`src/rtl/mux_scan_ctrl_if.sv`:
```
// Scan-controller bus: select/handshake/capture signals between the scanner and the 16-to-1 mux.
// Latency: none (wires only).
// Backpressure: none; start is a level request sampled only when the scanner is idle.
// Optional parity output exists only when MUX_SCAN_PARITY_EN is defined.
interface mux_scan_ctrl_if;
   logic        start;
   logic        abort;
   logic        f;
   logic [3:0]  S16;
   logic        busy;
   logic        done;
   logic [0:15] result;
`ifdef MUX_SCAN_PARITY_EN
   logic        parity;

   modport master (input start, abort, f, output S16, busy, done, result, parity);
   modport slave  (output start, abort, f, input S16, busy, done, result, parity);
`else
   modport master (input start, abort, f, output S16, busy, done, result);
   modport slave  (output start, abort, f, input S16, busy, done, result);
`endif
endinterface

```
`src/rtl/mux_scan_ctrl.sv`:
```
// Steps the mux select through channels 0..15, holds each SETTLE_CYCLES clocks, captures f into result[S16].
// Latency: a full scan takes 16*SETTLE_CYCLES edges after the start edge, then done pulses for one cycle.
// Backpressure: start is ignored while busy or in DONE (no queuing); abort returns to IDLE on the next edge.
// Optional MUX_SCAN_PARITY_EN adds a registered XOR of result, updated together with done.
module mux_scan_ctrl #(
   parameter int SETTLE_CYCLES = 2,
   parameter int CNT_W         = 4
) (
   input  logic            clock,
   input  logic            reset_n,
   mux_scan_ctrl_if.master bus
);

   localparam logic [1:0] ST_IDLE   = 2'd0;
   localparam logic [1:0] ST_SETTLE = 2'd1;
   localparam logic [1:0] ST_DONE   = 2'd2;

   localparam logic [CNT_W-1:0] CNT_LAST = CNT_W'(SETTLE_CYCLES - 1);
   localparam logic [CNT_W-1:0] CNT_ONE  = CNT_W'(1);

   logic [1:0]       state_q,  state_d;
   logic [3:0]       sel_q,    sel_d;
   logic [CNT_W-1:0] cnt_q,    cnt_d;
   logic             busy_q,   busy_d;
   logic             done_q,   done_d;
   logic [0:15]      result_q, result_d;

   // Next-state logic: idle/settle/done sequencing, per-channel capture and abort handling
   always_comb begin
      state_d  = state_q;
      sel_d    = sel_q;
      cnt_d    = cnt_q;
      busy_d   = busy_q;
      done_d   = 1'b0;
      result_d = result_q;
      case (state_q)
         ST_IDLE: begin
            // abort wins over a simultaneous start
            if (bus.start && !bus.abort) begin
               state_d = ST_SETTLE;
               sel_d   = 4'd0;
               cnt_d   = '0;
               busy_d  = 1'b1;
            end
         end
         ST_SETTLE: begin
            if (bus.abort) begin
               // captured bits are kept, remaining bits untouched
               state_d = ST_IDLE;
               sel_d   = 4'd0;
               cnt_d   = '0;
               busy_d  = 1'b0;
            end else if (cnt_q == CNT_LAST) begin
               result_d[sel_q] = bus.f;
               cnt_d           = '0;
               if (sel_q == 4'd15) begin
                  // select stays on 15 through the DONE cycle
                  state_d = ST_DONE;
                  done_d  = 1'b1;
               end else begin
                  sel_d = sel_q + 4'd1;
               end
            end else begin
               cnt_d = cnt_q + CNT_ONE;
            end
         end
         ST_DONE: begin
            state_d = ST_IDLE;
            sel_d   = 4'd0;
            cnt_d   = '0;
            busy_d  = 1'b0;
         end
         default: begin
            state_d = ST_IDLE;
            sel_d   = 4'd0;
            cnt_d   = '0;
            busy_d  = 1'b0;
         end
      endcase
   end

   // State and output registers
   always_ff @(posedge clock or negedge reset_n) begin
      if (!reset_n) begin
         state_q  <= ST_IDLE;
         sel_q    <= 4'd0;
         cnt_q    <= '0;
         busy_q   <= 1'b0;
         done_q   <= 1'b0;
         result_q <= '0;
      end else begin
         state_q  <= state_d;
         sel_q    <= sel_d;
         cnt_q    <= cnt_d;
         busy_q   <= busy_d;
         done_q   <= done_d;
         result_q <= result_d;
      end
   end

`ifdef MUX_SCAN_PARITY_EN
   logic parity_q, parity_d;

   // Parity refreshes only on the edge that enters DONE, so aborts leave it alone
   always_comb begin
      parity_d = parity_q;
      if (state_q == ST_SETTLE && state_d == ST_DONE) begin
         parity_d = ^result_d;
      end
   end

   // Parity register
   always_ff @(posedge clock or negedge reset_n) begin
      if (!reset_n) begin
         parity_q <= 1'b0;
      end else begin
         parity_q <= parity_d;
      end
   end

   assign bus.parity = parity_q;
`endif

   assign bus.S16    = sel_q;
   assign bus.busy   = busy_q;
   assign bus.done   = done_q;
   assign bus.result = result_q;

endmodule
```
`src/flat_wrapper.sv`:
```
// flat-port wrapper written by rule: the top's interface ports become plain ports
module mux_scan_ctrl_flat 
#(
   parameter int SETTLE_CYCLES = 2,
   parameter int CNT_W         = 4
)
  (clock, reset_n, bus_start, bus_abort, bus_f, bus_S16, bus_busy, bus_done, bus_result);
  mux_scan_ctrl_if bus_i ();
  input  logic clock;
  input  logic reset_n;
  input wire logic [$bits(bus_i.start)-1:0] bus_start;
  input wire logic [$bits(bus_i.abort)-1:0] bus_abort;
  input wire logic [$bits(bus_i.f)-1:0] bus_f;
  output wire logic [$bits(bus_i.S16)-1:0] bus_S16;
  output wire logic [$bits(bus_i.busy)-1:0] bus_busy;
  output wire logic [$bits(bus_i.done)-1:0] bus_done;
  output wire logic [$bits(bus_i.result)-1:0] bus_result;
  assign bus_i.start = bus_start;
  assign bus_i.abort = bus_abort;
  assign bus_i.f = bus_f;
  assign bus_S16 = bus_i.S16;
  assign bus_busy = bus_i.busy;
  assign bus_done = bus_i.done;
  assign bus_result = bus_i.result;
  mux_scan_ctrl #(.SETTLE_CYCLES(SETTLE_CYCLES), .CNT_W(CNT_W)) u_core (.clock(clock), .reset_n(reset_n), .bus(bus_i));
endmodule
```
`config.mk`:
```
export PLATFORM = sky130hd
export DESIGN_NAME = mux_scan_ctrl_flat
export DESIGN_NICKNAME = d
export VERILOG_FILES = /design/src/rtl/mux_scan_ctrl_if.sv /design/src/rtl/mux_scan_ctrl.sv /design/src/flat_wrapper.sv
export SDC_FILE = /design/constraint.sdc
export NUM_CORES = 1
export LEC_CHECK = 0
export ABC_AREA = 1
export CAP_MARGIN = 20
export CELL_PAD_IN_SITES_DETAIL_PLACEMENT = 0
export CELL_PAD_IN_SITES_GLOBAL_PLACEMENT = 1
export CORE_MARGIN = 2
export CORE_UTILIZATION = 38
export CTS_CLUSTER_DIAMETER = 40
export CTS_CLUSTER_SIZE = 14
export DETAILED_ROUTE_END_ITERATION = 16
export GPL_TIMING_DRIVEN = 0
export MAX_ROUTING_LAYER = met4
export PLACE_DENSITY = 0.89
export SLEW_MARGIN = 5
export SYNTH_ARGS = -nofsm -noshare
export SYNTH_HDL_FRONTEND = slang
export SYNTH_SLANG_ARGS = --single-unit
export TNS_END_PERCENT = 20
```
`constraint.sdc`:
```
create_clock -name clock -period 1.75 [get_ports clock]
set_input_delay 0.175 -clock clock [delete_from_list [all_inputs] [get_ports clock]]
set_output_delay 0.175 -clock clock [all_outputs]
set_load 0.05 [all_outputs]
```
* Word level (Yosys, flattened, before mapping)
Index checks and enable logic that the tools add are counted.
** Cells by class
- $add $sub $neg :: 2
- Order comparisons :: 2
- Equality and inequality tests :: 8
- Multiplexer cells :: 23
- Bitwise logic cells :: 2
- Reductions and logical operators :: 8
** Operators with widths (count)
- 4-bit 2-to-1 mux :: 6
- 16-bit bitwise mux :: 1
- 4-bit one-hot mux with 2 select lines :: 2
- 3-bit AND reduction :: 3
- 4-bit by 1-bit adder with 4-bit output, second input constant :: 2
- 2-bit 2-to-1 mux :: 4
- 1-bit 2-to-1 mux :: 7
- 3-bit by 2-bit inequality test with 1-bit output, second input constant :: 2
- 5-bit >= comparator, second input constant :: 1
- 5-bit by 1-bit less-than comparator with 1-bit output, second input constant :: 1
- 4-bit inverter with 5-bit output :: 1
- 1-bit demux with 4-bit select :: 1
- 4-bit by 1-bit equality test with 1-bit output, second input constant :: 1
- 4-bit equality test, second input constant :: 1
- 2-bit one-hot mux with 2 select lines :: 1
- 3-bit inequality test, second input constant :: 1
- 2-bit by 1-bit equality test with 1-bit output, second input constant :: 1
- 1-bit logical AND :: 2
- 2-bit logical NOT :: 1
- 2-bit by 1-bit inequality test with 1-bit output, second input constant :: 1
- 2-bit inequality test, second input constant :: 1
- 1-bit one-hot mux with 2 select lines :: 1
- 2-bit AND reduction :: 1
- 1-bit logical NOT :: 1
- 1-bit inverter :: 1
** Word-level totals
- Register bits after elaboration :: 28

* Depth between registers and ports, before layout
- Depth after elaboration :: 6
- Mapped depth :: 8
- Gate-level depth less buffers :: 8

* Worst setup path after synthesis
No wires, ideal clock.
- Path type :: flip-flop to flip-flop
- From :: reg u_core.sel_q[1], in the netlist u_core.bus.S16[1]
- To :: reg u_core.result_q, in the netlist u_core.bus.result[15]
- Library setup time :: 0.129 ns
- Data arrival time :: 1.515 ns
- Path slack :: 0.106 ns
- Cell stages (with the launch flop) :: 9
- Buffers on the path :: 0
- Period minus slack after synthesis :: 1.644 ns
- Cell sequence :: dfrtp_1 > ha_1 > inv_1 > nor2_2 > nand2_2 > clkinv_1 > nand2_2 > nand2_1 > o21ai_2
** On the way
- Longest elaborated chain between the ends :: 6
- Elaborated cells between the ends (all ways) :: 7
- Classes of those cells :: order compare (2); mux (3); bitwise (1); reduce/logical (1)
** Ends and longest elaborated chain
- start, declared :: line mux_scan_ctrl.sv:22 : logic [3:0] sel_q, sel_d;
- start signal, assigned :: line mux_scan_ctrl.sv:93 : sel_q <= sel_d;
- 4-bit inverter with 5-bit output (implied by the code) (*) :: line mux_scan_ctrl.sv:54 : result_d[sel_q] = bus.f;
- 5-bit >= comparator (implied by the code) / 5-bit by 1-bit less-than comparator with 1-bit output (equally long branches) :: line mux_scan_ctrl.sv:54
- 1-bit logical AND (implied by the code) :: line mux_scan_ctrl.sv:54
- 1-bit 2-to-1 mux (implied by the code) :: line mux_scan_ctrl.sv:54
- 1-bit demux with 4-bit select (*) :: line mux_scan_ctrl.sv:54
- 16-bit bitwise mux (*) :: line mux_scan_ctrl.sv:54
- end signal, assigned :: line mux_scan_ctrl.sv:97 : result_q <= result_d;
- end, declared :: line mux_scan_ctrl.sv:26 : logic [0:15] result_q, result_d;
Mark *: on every way between the ends. The rest lies on a longest branch, timed or not.
A chain may end at the register's enable or synchronous reset.

* Worst setup path after layout
- From :: reg u_core.result_q, in the netlist u_core.bus.result[7]
- To :: out bus_result[8]
** RTL lines
- end, declared :: line flat_wrapper.sv:17 : output wire logic [$bits(bus_i.result)-1:0] bus_result;
No word-level cell between the ends.

==> results.txt <==
# setup viols final: 0
Mapped Cells: 169
maxcap violations: 0
Final nets: 212
critical path type: reg2out
H-tree depth: 1
worst r2r src: u_core.bus.S16[0]$_DFFE_PN0P_
Synth Register Bits: 28
flop-to-flop setup slack: 0.27 ns
CP cell instances: clkdlybuf4s50_1
routed via count: 1134
Clock Path Buffers: 2
CP arrival: 1.46 ns
RSZ-0062 raised after global routing: no
period utilization: 93.2%
Syn Nets: 180
Post-Synth Adder-Cell Area: 5.25%
Period minus WS final: 1.63 ns
top-count cell post-synth: nand2_1
crit path buf inv count: 1
Max IR drop VDD: 0.557 mV
Synth Area in XOR/XNOR: 0%
Mapped Area: 1430 um2
total CTS buffers: 3
CP Capture Point: bus_result[8]
gr usage total: 15.2%
# fillers: 365
PnR Total Power: 2.02 mW
max frequency: 613 MHz
Synth Area in Compound Gates: 7.35%
Main synth FF type: dfrtp_1
initial antenna violation count: 0
vias in the first global route: 1068
CP max FO: 2
ANT cells: 0
post-synth top area share: 49.0%
GR Overflow Total: 0
CP delay by family, top: buffers and inverters
first-pass GRT wire length: 5000 um
worst r2r path cells: 8
Setup Skew: 0.00296 ns
cell taking the most area after synthesis: dfrtp_1
status: finished, final reports clean
Total Negative Setup Slacks: 0 ns
Ports: 27
EDFF count, synth: 0
DRC viols: 0
simple-gate portion of the synthesized area: 31.8%
CP required: 1.57 ns
Crit Reg-Reg Endpoint: u_core.bus.result[15]$_DFFE_PN0P_
worst min path class: in2async
Worst Setup SP: u_core.bus.result[7]$_DFFE_PN0P_
top cells by area, synth: dfrtp_1, nand2_1, nand3_1, ha_1, o21ai_1
clock root cell: clkbuf_8
Sink Count: 28
Pleak: 0.881 nW
post-synthesis mux area share: 0%
post-DR vias/cell: 4.59
CTS tree: built
Slew @ Worst Pin: 0.669 ns
top cells by count, synth: nand2_1, dfrtp_1, nand3_1, inv_1
Levels on crit path: 1
number of buffer cells added on primary ports: 26
critical path capture point type: output pin
Setup Buffers After CTS: 0
Worst path max stage delay: 0.81 ns
final hold violations: 0
CP max-delay cell: clkdlybuf4s50_1
Worst-path clk slew: 0.09 ns
worst rel slew slack: 55.3%
RD Place Congestion: 0.810
CP startpoint kind: flop
placed wire-length estimate: 2210 um
Slew Viols, Final: 0
Starting Density: 39.4%
Wirelength per Cell: 11.3 um
row count: 22
drt total wl: 2800 um
synth warn: 0
Initial DRC Count: 65
synthesized area per cell: 8.46 um2
Core Box Area: 3630 um2
Syn-to-layout area delta: 26.9%
DRT Pass-1 Iters: 4
largest net degree at the start of global routing: 18
layout cell share with drive strength beyond 1: 12.6%
sequential-to-total area share from yosys stat: 49.0%
Cell variety after synth: 22
Worst-Skew Late Latency: 0.27 ns
die area: 4270 um2
asr flop ratio synth: 100%
Die X: 65.3 um
Antenna Nets Post-Route: 0
DIE HEIGHT: 65.3 um
largest family of logic cells by synthesized area: simple AND/OR/NAND/NOR gates
pwr/cell area: 1110 nW/um2
## sequential cells by signal, summed over array words and instances, names as in the netlist
| name | flops |
|---|---|
| u_core.bus.S16 | 4 |
| u_core.bus.busy | 1 |
| u_core.bus.done | 1 |
| u_core.bus.result | 16 |
| u_core.cnt_q | 4 |
| u_core.state_q | 2 |
## where the power goes
group / internal [mW] / switching (mW) / leakage (nW) / total (mW)
sequential: 0.742 / 0.0894 / 0.383 / 0.831
combinational: 0.278 / 0.569 / 0.476 / 0.846
clock: 0.155 / 0.190 / 0.0216 / 0.345
## logic make-up (layout without fill, tap and decap cells)
logic type               after synthesis  count (layout)
adder cells (fa/ha/maj)                6               6
AND/OR/NAND/NOR                       94              94
flip-flops                            28              28
buffers and inverters                 21              51
AO/OA/AOI/OAI                         20              20
## worst reg2reg max path: stages (launching register included)
cell	delay, ns
dfrtp_1	0.48
ha_1	0.28
inv_1	0.09
nor2_2	0.15
nand2_2	0.08
clkinv_1	0.06
nand2_2	0.09
nand2_1	0.08
o21ai_2	0.05
## routing by layer
layer | part of all wire [%] | up-vias | GRT usage [%]
li1 | - | 610 | -
met5 | 0 | - | -
met2 | 45 | 27 | 24.5
met4 | 0.86 | 0 | 3.13
met3 | 3.6 | 2 | 1.71
met1 | 50 | 495 | 20.9
## cell type report
class	count	area, um2	area share (%)
flip-flops and latches	28	701	38.6
inverters	17	63.8	3.51
clock buffers	3	41.3	2.27
repair buffers	27	284	15.6
well taps	48	60.1	3.31
multi-input cells	120	636	35.0
plain buffers	4	30.0	1.65
## worst min-delay path by stage
stage | startpoint | endpoint | slack (ns) | cells past startpoint
after floorplan | reset_n | u_core.bus.S16[0]$_DFFE_PN0P_ | -0.12 | 0
after global placement | u_core.bus.busy$_DFFE_PN0P_ | u_core.bus.busy$_DFFE_PN0P_ | 0.46 | 2
after detailed placement | u_core.bus.busy$_DFFE_PN0P_ | u_core.bus.busy$_DFFE_PN0P_ | 0.46 | 2
after CTS | reset_n | u_core.bus.result[8]$_DFFE_PN0P_ | 0.32 | 1
after global routing | reset_n | u_core.bus.result[8]$_DFFE_PN0P_ | 0.34 | 1
final | reset_n | u_core.bus.result[8]$_DFFE_PN0P_ | 0.30 | 1
## what timing repair did
item	in CTS	in global routing
hold buffers	0	0
endpoints found under the setup margin	3	0
gates resized for setup	3	0
## stage by stage
step | worst slack, ns | instance area (um2) | hold slack [ns] | utilization (%) | std cells
after floorplan | 0.106 | 1430 | -0.121 | - | 169
after global placement | 0.0373 | 1750 | 0.461 | 48.2 | 243
after detailed placement | 0.221 | 1780 | 0.462 | 48.9 | 244
after CTS | 0.107 | 1820 | 0.320 | 50.0 | 247
after global routing | 0.0681 | 1820 | 0.343 | 50.0 | 247
final | 0.118 | 1820 | 0.304 | 50.0 | 247
## cell usage in the layout, fill, tap and decap left out, types with 2 or more instances in the layout
cell type        Yosys  layout
nand2_1             42      42
dfrtp_1             28      28
clkdlybuf4s50_1      0      23
nand3_1             21      21
inv_1               15      15
nor2_1              12      12
o21ai_1             12      12
nand2_2              7       7
ha_1                 6       6
nor2_4               4       4
a21oi_1              3       3
nand4_1              3       3
o21ai_0              3       3
clkbuf_8             0       3
dlygate4sd2_1        0       3
buf_4                2       2
nor2_2               2       2
nand3_2              2       2
(Power assumes the default switching activity.)
